**src/rtl/piso_shift_tx.sv**
```systemverilog
// Parallel-in/serial-out word transmitter: one WIDTH-bit word per handshake,
// one bit per clock, with frame strobes; back-to-back words leave no gap.
//
// state | meaning
// IDLE  | nothing in flight, ready for a word
// SHIFT | bits in flight, cnt = index of the bit currently on sout
module piso_shift_tx #(
    parameter int WIDTH     = 8,
    parameter bit MSB_FIRST = 1'b1
) (
    input  logic             clk,
    input  logic             reset,
    input  logic             din_valid,
    input  logic [WIDTH-1:0] din,
    output logic             din_ready,
    output logic             sout,
    output logic             sout_valid,
    output logic             frame_start,
    output logic             frame_end,
    output logic             busy
);

    localparam int CW = $clog2(WIDTH);
    localparam logic [CW-1:0] LAST = CW'(WIDTH - 1);

    typedef enum logic {IDLE, SHIFT} state_t;

    state_t           state;
    logic [WIDTH-1:0] sreg;
    logic [WIDTH-1:0] sreg_shift;
    logic [CW-1:0]    cnt;
    logic             at_last;
    logic             accept;

    function automatic logic out_bit(input logic [WIDTH-1:0] w);
        return MSB_FIRST ? w[WIDTH-1] : w[0];
    endfunction

    assign at_last   = (state == SHIFT) && (cnt == LAST);
    assign din_ready = reset && ((state == IDLE) || at_last);
    assign accept    = din_valid && din_ready;
    assign busy      = sout_valid;

    // The register always holds the current bit at the output end.
    always_comb begin
        sreg_shift = '0;
        if (MSB_FIRST)
            sreg_shift = {sreg[WIDTH-2:0], 1'b0};
        else
            sreg_shift = {1'b0, sreg[WIDTH-1:1]};
    end

    always_ff @(posedge clk or negedge reset) begin
        if (!reset) begin
            state       <= IDLE;
            sreg        <= '0;
            cnt         <= '0;
            sout        <= 1'b0;
            sout_valid  <= 1'b0;
            frame_start <= 1'b0;
            frame_end   <= 1'b0;
        end else if (accept) begin
            state       <= SHIFT;
            sreg        <= din;
            cnt         <= '0;
            sout        <= out_bit(din);
            sout_valid  <= 1'b1;
            frame_start <= 1'b1;
            frame_end   <= 1'b0;
        end else if (state == SHIFT && !at_last) begin
            sreg        <= sreg_shift;
            cnt         <= cnt + CW'(1);
            sout        <= out_bit(sreg_shift);
            frame_start <= 1'b0;
            frame_end   <= ((cnt + CW'(1)) == LAST);
        end else if (at_last) begin
            state       <= IDLE;
            sreg        <= '0;
            cnt         <= '0;
            sout        <= 1'b0;
            sout_valid  <= 1'b0;
            frame_start <= 1'b0;
            frame_end   <= 1'b0;
        end
    end

endmodule

```
**config.mk**
```make
export PLATFORM = sky130hd
export DESIGN_NAME = piso_shift_tx
export DESIGN_NICKNAME = d
export VERILOG_FILES = /design/src/rtl/piso_shift_tx.sv
export SDC_FILE = /design/constraint.sdc
export NUM_CORES = 1
export LEC_CHECK = 0
export CORE_MARGIN = 1.5
export CORE_UTILIZATION = 40
export CTS_BUF_LIST = sky130_fd_sc_hd__clkbuf_8 sky130_fd_sc_hd__clkbuf_16
export DETAILED_ROUTE_END_ITERATION = 10
export PLACE_DENSITY = 0.68
export SYNTH_ARGS = -nofsm -noshare
export SYNTH_HDL_FRONTEND = slang
export SYNTH_SLANG_ARGS = --single-unit
```
**constraint.sdc**
```tcl
create_clock -name clk -period 3.1 [get_ports clk]
set_input_delay 0.62 -clock clk [delete_from_list [all_inputs] [get_ports clk]]
set_output_delay 0.62 -clock clk [all_outputs]
set_load 0.01 [all_outputs]
```
**Word-level counts from Yosys, hierarchy flattened**

Index checks and enable logic that the tools add are counted.

- Bits in registers: 14
- Output and inout bits: 6

- Eq/ne operators: 3
- Mux-type cells: 15
- Add/sub/neg operators: 1
- Reductions and logical operators: 9
- Bitwise gates (word level): 1

Operator list:

| cell | number |
|---|---|
| 2-to-1 mux 7 bit | 3 |
| 2-to-1 mux 1 bit | 9 |
| 2-to-1 mux 3 bit | 3 |
| equality test 3 bit (second input constant) | 2 |
| logical AND 1 bit | 4 |
| adder 3 x 1 -> 3 bit (second input constant) | 1 |
| nonzero test 3 bit | 1 |
| inequality test 2 bit (second input constant) | 1 |
| AND reduction 2 bit | 1 |
| nonzero test 2 bit | 1 |
| logical NOT 1 bit | 1 |
| logical OR 1 bit | 1 |
| NOT 1 bit | 1 |

**Logic depth before layout (Yosys ltp)**

- Depth in word-level cells: 7
- Gate-level depth with buffers: 6
- Gate-level depth less buffers: 5

**Least setup slack after synthesis**

Ideal clock, no wire load.

- Path kind: flip-flop to output port
- Start: register cnt[0]
- End: output din_ready
- Path buffers: 0
- Arrival: 1.223 ns
- Required time: 2.480 ns
- Setup slack: 1.257 ns
- Stages on the path, launching flop included: 5
- Cell sequence: dfrtp_1 ha_1 ha_1 or2b_1 and2_1

- Cells in the longest elaborated chain, start to end: 4

RTL lines:

| what | line | text |
|---|---|---|
| from (decl) | 31 | `logic [CW-1:0] cnt;` |
| from (signal assigned) | 72 | `cnt <= cnt + CW'(1);` |
| equality test 3 bit | 39 | `assign at_last = (state == SHIFT) && (cnt == LAST);` |
| logical AND 1 bit | 39 |  |
| logical OR 1 bit | 40 | `assign din_ready = reset && ((state == IDLE) \|\| at_last);` |
| logical AND 1 bit | 40 |  |
| to (decl) | 15 | `output logic din_ready,` |

Every way passes these cells.

**Worst setup path in the final report**

Same ends and word-level chain as after synthesis.

==> qor.txt <==
YS warnings: 0
Layout cells sized above 1: 11.6%
Resized cells post-CTS: 0
Leakage: 0.000446 µW
Routed WL: 1030 µm
DIE HEIGHT: 42.8 µm
Post-layout net count: 84
Total power: 751 µW
First-pass DRT Iterations: 4
Hold buffer count at CTS: 0
Kind of critical path: flip-flop to output pin
Initial antenna violation count: 0
Max VDD drop: 0.446 mV
HP Class: flip-flop to flip-flop
HPWL after DPL: 718 µm
Avg Inst Size Synth: 12.4 µm²
Combinational Power Share: 38.2%
Flop pwr share: 38.9%
Status: complete, no violations
Post-synth net total: 65
Critical-path cell list: ha_1 -> ha_1 -> or2b_1 -> and2_1 -> clkdlybuf4s50_1
Final hold vios: 0
Critical Path RT: 2.48 ns
Largest net degree at the start of global routing: 17
Area grow syn2layout: 34.1%
Width of the die: 42.8 µm
Most frequent cells in the layout: clkdlybuf4s50_1 (16), dfrtp_1 (14), a22o_1 (8), a21o_1 (7)
Syn Std Cell Area: 634 µm²
GRT Overall Usage: 14.4%
Detailed-route vias per instance: 5.11
Yosys top cell by area: dfrtp_1
Worst path slowest cell: clkdlybuf4s50_1
Core area: 1490 µm²
Vias: 434
Post-CTS setup repair buffer count: 0
# diodes: 0
Gr ovfl total: 0
Max Cap Violations: 0
DR iter-0 viols: 4
Net Switching: 228 µW
Placed inst area: 796 µm²
Worst setup EP type: output pin
Critical path arrival: 1.98 ns
Delay-heaviest family, CP: buffers and inverters
Setup ws final: 0.502 ns
Setup tns final: 0 ns
CP Launch Type: flip-flop
Die area: 1830 µm²
Clock network power share: 22.9%
# DRC: 0
Clk slew on worst S/H paths: 0.06 ns
RSZ-0062 raised after global routing: no
Boundary pin count: 17
TritonCTS Buffers: 3
Post-route cell area: 851 µm²
CTS tree: built
Antenna viol nets, final: 0
Yosys top cell area share: 55.2%
Fmax: 385 MHz
CTS root buffer: clkbuf_8
Clk sink count: 14
Worst relative slew slack: 41.7%
Clk buf depth: 2
First-pass GRT wire length: 1930 µm
Flops & latches, synth: 14
Distinct cells, synth: 17
Final Setup Violations: 0
CP max stage delay: 0.47 ns
Dpl ws: 0.747 ns
Actual slew at the worst max-slew pin: 0.874 ns
Final period utilization: 83.8%
Area contributors post-synth: dfrtp_1 (55%), a22o_1 (11%), a21o_1 (8.3%), ha_1 (5.9%), buf_4 (2.4%)
Row cnt: 14
Placer Congestion: 0.677
Worst Clk Skew: 0.00198 ns
Seq/Total Area, Yosys: 55.2%
Cells after synthesis: 51
H-tree depth: 1
Tmin final: 2.60 ns
Max Slew Vio Count: 0
Cell-internal power: 523 µW
Port Buffers: 16
CP bufs+invs: 1
Vias in the first global route: 432
Commonest non-fill, non-tap cell in the layout: clkdlybuf4s50_1
Starting Density: 42.6%
Clock latency on the worst-skew pair: 0.24 ns
DR WL/cell: 12.1 µm
Top cell by count, worst path: ha_1
Crit-path max FO: 4
Pwr Density: 883 nW/µm²
Sw Share: 30.4%
-- worst register-to-register path, stage by stage (launching register included) --
cell,delay [ns]
dfrtp_1,0.40
ha_1,0.21
ha_1,0.22
nor2b_4,0.26
nor2_2,0.14
a21o_1,0.20
-- state kept, by name, summed over array words and instances (netlist names) --
signal	flops
cnt	3
frame_end	1
frame_start	1
sout	1
sreg	7
state	1
-- cell type report --
cell class / instances / area, µm²
clock buffer: 4 / 55.1
fill: 141 / 638
inverter: 2 / 7.51
multi-input combinational: 32 / 250
sequential: 14 / 350
tap: 16 / 20.0
timing repair buffer: 17 / 168
-- power groups by stage --
stage | clock [µW] | sequential, µW | combinational (µW)
after detailed placement | 0 | 296 | 291
after global routing | 191 | 304 | 326
after CTS | 180 | 293 | 293
final | 172 | 292 | 287
after floorplan | 0 | 296 | 211
after global placement | 0 | 294 | 288
-- kinds of logic after synthesis --
group | count (synthesis) | synth area share, %
buffers and inverters | 5 | 5.33
DFF | 14 | 55.2
adders and majority gates | 3 | 5.92
AOI/OAI and AO/OA | 21 | 25.8
and+or+nand+nor | 8 | 7.69
-- final timing paths --
path / end / depth (start not counted) / from / slack, ns
setup / recovery: din_ready / 5 / cnt[0] / 0.50
setup reg to reg: sreg[2] / 5 / cnt[0] / 1.56
hold reg to reg: frame_end / 1 / frame_end / 0.51
min in group asynchronous: state / 2 / reset / 0.72
max in group asynchronous: sreg[4] / 2 / reset / 2.20
hold / removal: frame_end / 1 / frame_end / 0.51
-- per-stage QoR --
stage / util, % / hold slack, ns / std cells
final: 57.1 / 0.506 / 85
after global routing: 57.1 / 0.520 / 85
after CTS: 57.1 / 0.513 / 85
after detailed placement: 53.4 / 0.496 / 81
after global placement: 53.4 / 0.487 / 81
after floorplan: - / 0.324 / 51
-- metal layers --
metal	share of wire, %	vias to the layer above	global-route usage [%]	wire length (µm)
met5	0	-	0	0
met3	8.7	0	7.66	89
met1	47	196	19.9	487
li1	-	220	-	-
met2	44	18	19.4	450
met4	0	0	3.75	0
-- synthesized netlist by cell type --
master / count
dfrtp_1: 14
a22o_1: 8
a21o_1: 7
nand2_1: 4
ha_1: 3
buf_4: 2
inv_1: 2
o21ai_0: 2
a21oi_1: 1
a22o_2: 1
a32o_1: 1
and2_1: 1
buf_6: 1
nor2_2: 1
nor2b_4: 1
o22ai_1: 1
or2b_1: 1
(Power assumes the default switching activity.)
